<file path="src/rtl/serial_nibble_adder_pkg.sv">
// Shared constants and FSM state encoding for serial_nibble_adder.
// The state encoding is fixed so waveform decoders can read it directly.
package serial_nibble_adder_pkg;

    localparam int NIBBLE_W = 4;

    typedef enum logic [1:0] {
        ST_IDLE = 2'd0,
        ST_RUN  = 2'd1,
        ST_DONE = 2'd2
    } state_e;

endpackage

</file>
<file path="src/rtl/serial_nibble_adder_four_bit_adder.sv">
// Combinational 4-bit adder with carry in/out, reused one nibble at a time
// by serial_nibble_adder.
module four_bit_adder
    import serial_nibble_adder_pkg::*;
(
    input  logic [NIBBLE_W-1:0] a,
    input  logic [NIBBLE_W-1:0] b,
    input  logic                cin,
    output logic [NIBBLE_W-1:0] sum,
    output logic                cout
);

    assign {cout, sum} = {1'b0, a} + {1'b0, b} + {{NIBBLE_W{1'b0}}, cin};

endmodule

</file>
<file path="src/rtl/serial_nibble_adder.sv">
// Multi-cycle adder: walks the operands one nibble per cycle through a single
// four_bit_adder, chaining the carry through a flop, with a start/busy/done handshake.
module serial_nibble_adder
    import serial_nibble_adder_pkg::*;
#(
    parameter int NIBBLES = 4
) (
    input  logic                        clk,
    input  logic                        rst_n,
    input  logic                        start,
    input  logic [NIBBLE_W*NIBBLES-1:0] a,
    input  logic [NIBBLE_W*NIBBLES-1:0] b,
    input  logic                        cin,
    output logic                        busy,
    output logic                        done,
    output logic [NIBBLE_W*NIBBLES-1:0] sum,
    output logic                        cout
);

    localparam int W     = NIBBLE_W * NIBBLES;
    localparam int IDX_W = (NIBBLES > 1) ? $clog2(NIBBLES) : 1;
    localparam logic [IDX_W-1:0] LAST_IDX = IDX_W'(NIBBLES - 1);

    state_e             state_q, state_d;
    logic [IDX_W-1:0]   idx_q, idx_d;
    logic [W-1:0]       aOp_q, aOp_d;
    logic [W-1:0]       bOp_q, bOp_d;
    logic               carry_q, carry_d;
    logic [W-1:0]       sum_q, sum_d;
    logic               cout_q, cout_d;

    logic [NIBBLE_W-1:0] aNib, bNib, addSum;
    logic                addCout;

    // Explicit compare-and-select keeps the operand mux in range for any NIBBLES.
    always_comb begin
        aNib = '0;
        bNib = '0;
        for (int i = 0; i < NIBBLES; i++) begin
            if (idx_q == IDX_W'(i)) begin
                aNib = aOp_q[i*NIBBLE_W +: NIBBLE_W];
                bNib = bOp_q[i*NIBBLE_W +: NIBBLE_W];
            end
        end
    end

    four_bit_adder u_adder (
        .a    (aNib),
        .b    (bNib),
        .cin  (carry_q),
        .sum  (addSum),
        .cout (addCout)
    );

    always_comb begin
        state_d = state_q;
        idx_d   = idx_q;
        aOp_d   = aOp_q;
        bOp_d   = bOp_q;
        carry_d = carry_q;
        sum_d   = sum_q;
        cout_d  = cout_q;

        case (state_q)
            ST_IDLE, ST_DONE: begin
                if (start) begin
                    aOp_d   = a;
                    bOp_d   = b;
                    carry_d = cin;
                    idx_d   = '0;
                    sum_d   = '0;
                    cout_d  = 1'b0;
                    state_d = ST_RUN;
                end else begin
                    state_d = ST_IDLE;
                end
            end
            ST_RUN: begin
                for (int i = 0; i < NIBBLES; i++) begin
                    if (idx_q == IDX_W'(i)) begin
                        sum_d[i*NIBBLE_W +: NIBBLE_W] = addSum;
                    end
                end
                carry_d = addCout;
                if (idx_q == LAST_IDX) begin
                    cout_d  = addCout;
                    state_d = ST_DONE;
                end else begin
                    idx_d = idx_q + 1'b1;
                end
            end
            default: state_d = ST_IDLE;
        endcase
    end

    always_ff @(posedge clk or negedge rst_n) begin
        if (!rst_n) begin
            state_q <= ST_IDLE;
            idx_q   <= '0;
            aOp_q   <= '0;
            bOp_q   <= '0;
            carry_q <= 1'b0;
            sum_q   <= '0;
            cout_q  <= 1'b0;
        end else begin
            state_q <= state_d;
            idx_q   <= idx_d;
            aOp_q   <= aOp_d;
            bOp_q   <= bOp_d;
            carry_q <= carry_d;
            sum_q   <= sum_d;
            cout_q  <= cout_d;
        end
    end

    assign busy = (state_q == ST_RUN);
    assign done = (state_q == ST_DONE);
    assign sum  = sum_q;
    assign cout = cout_q;

endmodule
</file>
<file path="config.mk">
export PLATFORM = sky130hd
export DESIGN_NAME = serial_nibble_adder
export DESIGN_NICKNAME = d
export VERILOG_FILES = /design/src/rtl/serial_nibble_adder_pkg.sv /design/src/rtl/serial_nibble_adder_four_bit_adder.sv /design/src/rtl/serial_nibble_adder.sv
export SDC_FILE = /design/constraint.sdc
export NUM_CORES = 1
export LEC_CHECK = 0
export CELL_PAD_IN_SITES_DETAIL_PLACEMENT = 2
export CELL_PAD_IN_SITES_GLOBAL_PLACEMENT = 2
export CORE_ASPECT_RATIO = 1.1
export CORE_UTILIZATION = 32
export CTS_CLUSTER_SIZE = 20
export DETAILED_ROUTE_END_ITERATION = 8
export GPL_ROUTABILITY_DRIVEN = 1
export PLACE_DENSITY = 0.8
export SYNTH_ARGS = -nofsm -noshare
export SYNTH_HDL_FRONTEND = slang
export SYNTH_SLANG_ARGS = --single-unit
</file>
<file path="constraint.sdc">
create_clock -name clk -period 4.66 [get_ports clk]
set_input_delay 0.466 -clock clk [delete_from_list [all_inputs] [get_ports clk]]
set_output_delay 0.466 -clock clk [all_outputs]
set_load 0.02 [all_outputs]
</file>
# Word level (Yosys, flattened, before mapping)
# Index checks and enable logic that the tools add are counted.
# classes
addsub	3
eq_ne	11
mux	25
reduce_logical	11
# op_table
op	count
2-to-1 mux 4 bit	12
case mux 16 bit (2 select lines)	1
2-to-1 mux 16 bit	1
AND reduction 3 bit	5
inequality test 2 x 1 -> 1 bit (second input constant)	4
case mux 2 bit (2 select lines)	2
== test 2 bit (second input constant)	3
2-to-1 mux 2 bit	3
adder 4 x 4 -> 5 bit	1
adder 5 x 1 -> 5 bit	1
== test 2 x 1 -> 1 bit (second input constant)	2
logical NOT 2 bit	2
2-to-1 mux 1 bit	4
inequality test 2 bit (second input constant)	2
case mux 1 bit (2 select lines)	2
AND reduction 2 bit	2
adder 2 x 1 -> 2 bit (second input constant)	1
nonzero test 2 bit	1
OR reduction 2 bit	1
# totals
register_bits	54
input_bits	36
out_inout_bits	19
word_cells	60

# Logic depth before layout (Yosys ltp)
# Gate-level depths: netlist of the first run.
# logic_depth
ltp_word	9
mapped_depth	13
depth_no_buf	11

# Modules after synthesis
# Synthesis of the first run repeated with hierarchy kept, for this count alone.
# unflattened
hier_cells	274
hier_area_um2	2487.4
# by_module_without_submodules
module	n_inst	cells_per_inst	area_per_inst_um2
serial_nibble_adder	1	258	2343.5
four_bit_adder	1	16	143.9

# Worst setup path after synthesis of the first run
# OpenSTA, ideal clock, no wires.
# synth_path
kind	register -> register
startpoint	register idx_q[0]
endpoint	register sum_q[2] (netlist: sum[2])
setup_ns	0.135
arrival_ns	2.344
slack_ns	2.182
path_stages_with_launch	12
n_path_buf	2
period_less_slack_ns	2.478
cell_sequence	dfrtp_1 inv_1 ha_1 buf_2 buf_2 a21oi_1 o21ai_0 a22oi_1 fa_1 fa_1 xor2_1 o21ai_0
# synth_between
elab_chain_cells	9
word_cells_on_any_way	18
cone_classes	add/sub (2); eq/ne (4); mux (10); reduce/logical (2)
# synth_lines
element	line_no	text
start: declaration	serial_nibble_adder.sv:25	logic [IDX_W-1:0] idx_q, idx_d;
start signal: assignment	serial_nibble_adder.sv:107	idx_q <= idx_d;
logical NOT 2 bit	serial_nibble_adder.sv:40, serial_nibble_adder.sv:80	
2-to-1 mux 4 bit (4 in series)	serial_nibble_adder.sv:40	if (idx_q == IDX_W'(i)) begin
adder 4 x 4 -> 5 bit	serial_nibble_adder_four_bit_adder.sv:13	assign {cout, sum} = {1'b0, a} + {1'b0, b} + {{NIBBLE_W{1'b0}}, cin};
adder 5 x 1 -> 5 bit	serial_nibble_adder_four_bit_adder.sv:13	
2-to-1 mux 4 bit	serial_nibble_adder.sv:80	if (idx_q == IDX_W'(i)) begin
case mux 16 bit (2 select lines)	serial_nibble_adder.sv:64	case (state_q)
end signal: assignment	serial_nibble_adder.sv:111	sum_q <= sum_d;
end: declaration	serial_nibble_adder.sv:29	logic [W-1:0] sum_q, sum_d;
# Several ways; a longest one is shown, not always the timed one. The select of a mux whose other input is x is not followed.
# A chain may end at the register's enable or synchronous reset.

# Final worst setup path of the first run
# Same ends and word-level chain as after synthesis.

==> impl_metrics.ini, run 1 <==
[status]
status = completed

[global_routing]
antenna_found_initial = 0
grt_usage = 0.1841
grt_pass1_wl_mm = 11.61
grt_max_degree = 55
grt-ovfl-total = 0
grt_pass1_vias = 2374

[cts]
htree_num_levels = 2
cts.sink_count = 54
cts_setup_buffers = 0
clockRootBuffer = clkbuf_8
cts_resized = 0
cts_tree = done
cts_buffers = 5
hold_buffers = 0
clkTransAtPathRegs_ns = 0.09
cts_buffer_depth = 2
clk_latency_ns = 0.31

[worst_setup_path]
cp_data_arrival_time_ns = 3.06
cp_max_fo = 17
cp-end-kind = flip-flop
critPathMaxStageDelay_ns = 0.53
crit_family = adder cells
path_buf_inv = 1
cp_slowest_cell = ha_1
r2r_start = idx_q[0]
crit_path_start_kind = flip-flop
worstSetupPathType = reg2reg
cp_cell_sequence = inv_1 > ha_1 > a21oi_1 > o21ai_0 > a22oi_1 > fa_1 > fa_1 > xor2_1 > o21ai_0
cp_data_required_time_ns = 4.85
critPathLaunch = idx_q[0]

[routing]
wl_per_cell_um = 15.39
drcViolationCount = 0
num_vias = 2105
viasPerCell = 4.795
dr.first_iter.drc_count = 36
final_antenna_net_count = 0
postRouteWirelength_mm = 6.755
firstDrtPassIters = 4

[synth]
synthMuxAreaShare = 0
yosys.area.top_type = dfrtp_1
synth.avg_cell_area_sq_um = 8.846
synth_area_leaders = dfrtp_1, nand2_1, o21ai_0
ys_warn_count = 0
synth_common_cells = nand2_1, dfrtp_1, o21ai_0
syn_inst = 287
synth_top_family_by_area = simple AND/OR/NAND/NOR gates
synth_compound_area_frac = 0.1217
ys_async_sr_fraction = 1.000
yosys.area_share.simple = 0.2267
ys_types = 25
synth_edf_count = 0
yosysMostFrequentCell = nand2_1
yosysTopAreaCellShare = 0.5323
synth_top_flop_cell = dfrtp_1
synthXorXnorAreaFrac = 0.006900
synth-seq-cells = 54
yosysSeqAreaShare = 0.5323
syn_area_sq_mm = 0.002539
synth_nets = 332
synthAdderAreaFrac = 0.05027

[cells_and_area]
antenna_cells = 0
final_core_util = 0.4232
fin_cells = 439
fin_area_sq_mm = 0.003198
nets = 379
drive_above_1_share = 0.04790
area_growth_pct = 25.97

[sta]
finClkSkew_ns = 0.006118
fin_crit_ns = 2.870
rsz0062_at_grt = false
hold_viol = 0
fmax_ghz = 0.3484
finalSetupViolCount = 0
setup_slack_ns = 1.790
whs_ns = 0.2770
setup-tns-final_ns = 0
period_share = 0.6159
tightest_slew_ns = 0.6768
relSlewSlack = 0.5488
drv_slew = 0

[power]
internal_power_mw = 1.221
clkPwrFrac = 0.112
vdd_ir_drop_max_mv = 0.2128
switching_share = 0.4515
p_sw_mw = 1.005
p_per_area_mw_per_mm2 = 696.2
combPwrFrac = 0.525
power.total_mw = 2.227
p_seq_frac = 0.363
p_leak_nw = 1.511

[placed_design]
dp_slack_ns = 1.793
gp_congestion = 0.7636
dp_hpwl_mm = 5.033
dpl_cell_area_sq_mm = 0.003119
placedCellCount = 432
port_buffers = 54

[die]
die_area_sq_mm = 0.008294
pin_count = 55
die_y_um = 95.42
start_util = 0.3360
die_w_um = 86.93
rows = 33
coreArea_sq_mm = 0.007556

[job]
cap_violations = 0

[hold_path]
hold_path_class = in2async
state kept, by name, indices dropped and copies added, names as in the netlist:
register and cells:
carry_q 1, cout 1, idx_q 2, aOp_q 16, sum 16, bOp_q 16, state_q 2
worst register-to-register path: stages, from the launching register on:
cell and delay, ns:
dfrtp_1 0.45, inv_1 0.11, ha_1 0.53, a21oi_1 0.08, o21ai_0 0.11, a22oi_1 0.11
fa_1 0.47, fa_1 0.42, xor2_1 0.32, o21ai_0 0.15
path summary, 6_finish.rpt:
check,end,cells after the start,slack [ns]
setup reg to reg,sum[2],9,1.79
setup / recovery,sum[2],9,1.79
min in group clk,aOp_q[14],2,0.49
hold reg to reg,aOp_q[14],2,0.49
max in group asynchronous,aOp_q[15],2,3.94
hold / removal,aOp_q[5],2,0.28
power by group through the flow:
stage	Combinational, mW	Clock [mW]	Sequential [mW]
2_1_floorplan	0.761	0	0.824
3_3_place_gp	1.13	0	0.806
3_5_place_dp	1.19	0	0.823
4_1_cts	1.20	0.259	0.815
5_1_grt	1.32	0.275	0.834
6_report	1.17	0.250	0.808
routing by layer:
layer | vias to the layer above | routed length [um] | track usage
met2 | 43 | 3587 | 0.3451
li1 | 1015 | - | -
met5 | - | 0 | 0
met4 | 0 | 97 | 0.05417
met3 | 8 | 173 | 0.02857
met1 | 1039 | 2897 | 0.2149
placed cells by master (no fill, tap or decap), types with 2 or more instances in the layout:
cell type        instances
nand2_1                106
dfrtp_1                 54
clkdlybuf4s50_1         53
o21ai_0                 27
a21oi_1                 19
nand3_1                 19
inv_1                   13
ha_1                     7
nand3b_1                 5
clkbuf_8                 5
o21ai_2                  4
a22oi_1                  3
buf_4                    3
nand2b_1                 2
fa_1                     2
clkinv_2                 2
logic make-up (layout without fill, tap and decap cells):
logic type                 count (synthesis)  in the layout
adders and majority gates                  9              9
buffers and inverters                     30             77
xor gates and xnor gates                   2              2
and+or+nand+nor                          136            136
DFF                                       54             54
AOI/OAI and AO/OA                         56             56
cell type report:
type	instances	area, sq um
fill	844	4358
sequential	54	1351
multi-input combinational	203	1030
timing repair buffer	57	558.0
tap	105	131.4
clock buffer	5	68.82
inverter	13	48.80
clock inverter	2	10.01
Power figures use the tool's default switching activity.
==> run 2, diff against run 1 <==
Settings changed: CORE_UTILIZATION 32 to 30, PLACE_DENSITY 0.8 to 0.75.
Clock period 4.66 ns to 2.7 ns, I/O delays scaled along.
==> run 2 against run 1 <==
  * Via count grew 1.3%
  * Register-to-register slack lost 1.7 ns
  * Count of clock-buffer cells in the layout is the same
  * Maximum frequency grew 10%
  * Largest power group unchanged
==> impl_metrics.ini, run 2 (synthesis gave the netlist of run 1 again) <==
[sta]
fmax_ghz = 0.3850
fin_crit_ns = 2.598
finalSetupViolCount = 0
drv_slew = 0
period_share = 0.9621
tightest_slew_ns = 0.6972
relSlewSlack = 0.5352
hold_viol = 0
setup-tns-final_ns = 0
finClkSkew_ns = 0.009832

[cells_and_area]
nets = 386
drive_above_1_share = 0.09649
antenna_cells = 0
mostFrequentLayoutCell = nand2_1
area_growth_pct = 31.74
final_cell_mix = nand2_1, dfrtp_1, clkdlybuf4s50_1
final_core_util = 0.4160

[routing]
postRouteWirelength_mm = 6.884
dr.first_iter.drc_count = 43
firstDrtPassIters = 4
drcViolationCount = 0
final_antenna_net_count = 0
num_vias = 2132
wl_per_cell_um = 15.30
viasPerCell = 4.738

[global_routing]
grt_pass1_wl_mm = 11.63
grt_usage = 0.1651
grt_pass1_vias = 2364
grt_max_degree = 55
grt-ovfl-total = 0
antenna_found_initial = 0

[worst_setup_path]
worstSetupPathType = reg2reg
cp_max_fo = 6
critPathLaunch = idx_q[0]
cp_data_required_time_ns = 2.94
cp-end-kind = flip-flop
r2r_start = idx_q[0]
cp_data_arrival_time_ns = 2.83
crit_path_start_kind = flip-flop

[placed_design]
port_buffers = 54
dp_hpwl_mm = 5.077
gp_congestion = 0.8244

[cts]
htree_num_levels = 2
cts_buffer_depth = 2
clkTransAtPathRegs_ns = 0.10
cts_buffers = 5
clk_latency_ns = 0.31
clockRootBuffer = clkbuf_8
cts_tree = done
cts.sink_count = 54

[power]
clkPwrFrac = 0.129
p_seq_frac = 0.333
power.total_mw = 4.177
p_per_area_mw_per_mm2 = 1249
p_leak_nw = 1.565
p_sw_mw = 1.823
internal_power_mw = 2.354
combPwrFrac = 0.537
switching_share = 0.4365
vdd_ir_drop_max_mv = 0.4006

[die]
die_y_um = 98.48
start_util = 0.3157
rows = 34
coreArea_sq_mm = 0.008040
pin_count = 55
die_w_um = 89.71
die_area_sq_mm = 0.008835

[hold_path]
hold_path_class = in2async

[job]
cap_violations = 0

[status]
status = completed
## run 2: worst paths after layout
kind,end,slack (ns),cells past startpoint
max in group asynchronous,idx_q[0],2.11,2
setup reg to reg,carry_q,0.10,11
hold reg to reg,bOp_q[3],0.49,2
hold / removal,cout,0.06,2
min in group clk,bOp_q[5],0.48,3
setup / recovery,carry_q,0.10,11
## run 2: per-layer routing
metal,up-vias,wire length [um],global-route usage
met2,44,3684,0.3142
met1,1050,2899,0.1925
met4,0,71,0.03783
met5,-,0,0
li1,1032,-,-
met3,6,229,0.02855
## run 2: power groups by stage
stage          logic (mW)  registers, mW  clock network (mW)
2_1_floorplan        1.31           1.42                   0
3_3_place_gp         2.03           1.39                   0
3_5_place_dp         2.12           1.41                   0
4_1_cts              2.19           1.40               0.563
5_1_grt              2.52           1.44               0.586
6_report             2.25           1.39               0.541
## run 2: final cells by class
type	count	area (sq um)
Clock buffer	5	68.82
Clock inverter	3	40.04
Fill cell	889	4696
Inverter	13	48.80
Multi-Input combinational cell	203	1089
Sequential cell	54	1353
Tap cell	108	135.1
Timing Repair Buffer	64	610.6
## run 2: stage by stage
| stage | setup slack [ns] | cell area [sq um] | hold slack, ns | instances |
|---|---|---|---|---|
| after floorplan | 0.2219 | 2539 | -0.02559 | 287 |
| after global placement | 0.07181 | 3168 | 0.4426 | 441 |
| after detailed placement | -0.05795 | 3168 | 0.4491 | 441 |
| after CTS | 0.03032 | 3293 | 0.1005 | 449 |
| after global routing | -0.07755 | 3344 | 0.1187 | 450 |
| final | 0.1023 | 3344 | 0.05781 | 450 |
## run 2: what timing repair did
action                                  in CTS  in global routing
pin swaps                                    1                  2
hold endpoints to repair                     0                  0
endpoints found under the setup margin       3                 14
hold buffers                                 0                  0
gates resized for setup                      4                  9
gates cloned                                 0                  0
setup buffers                                0                  1
## run 2: critical path: stages (launching register included)
cell,delay [ns]
dfrtp_2,0.47
inv_2,0.13
ha_4,0.18
nand2_1,0.08
o21ai_0,0.20
a22oi_1,0.13
fa_1,0.45
fa_1,0.44
inv_1,0.08
a21o_1,0.12
a21oi_2,0.09
o21ai_0,0.15
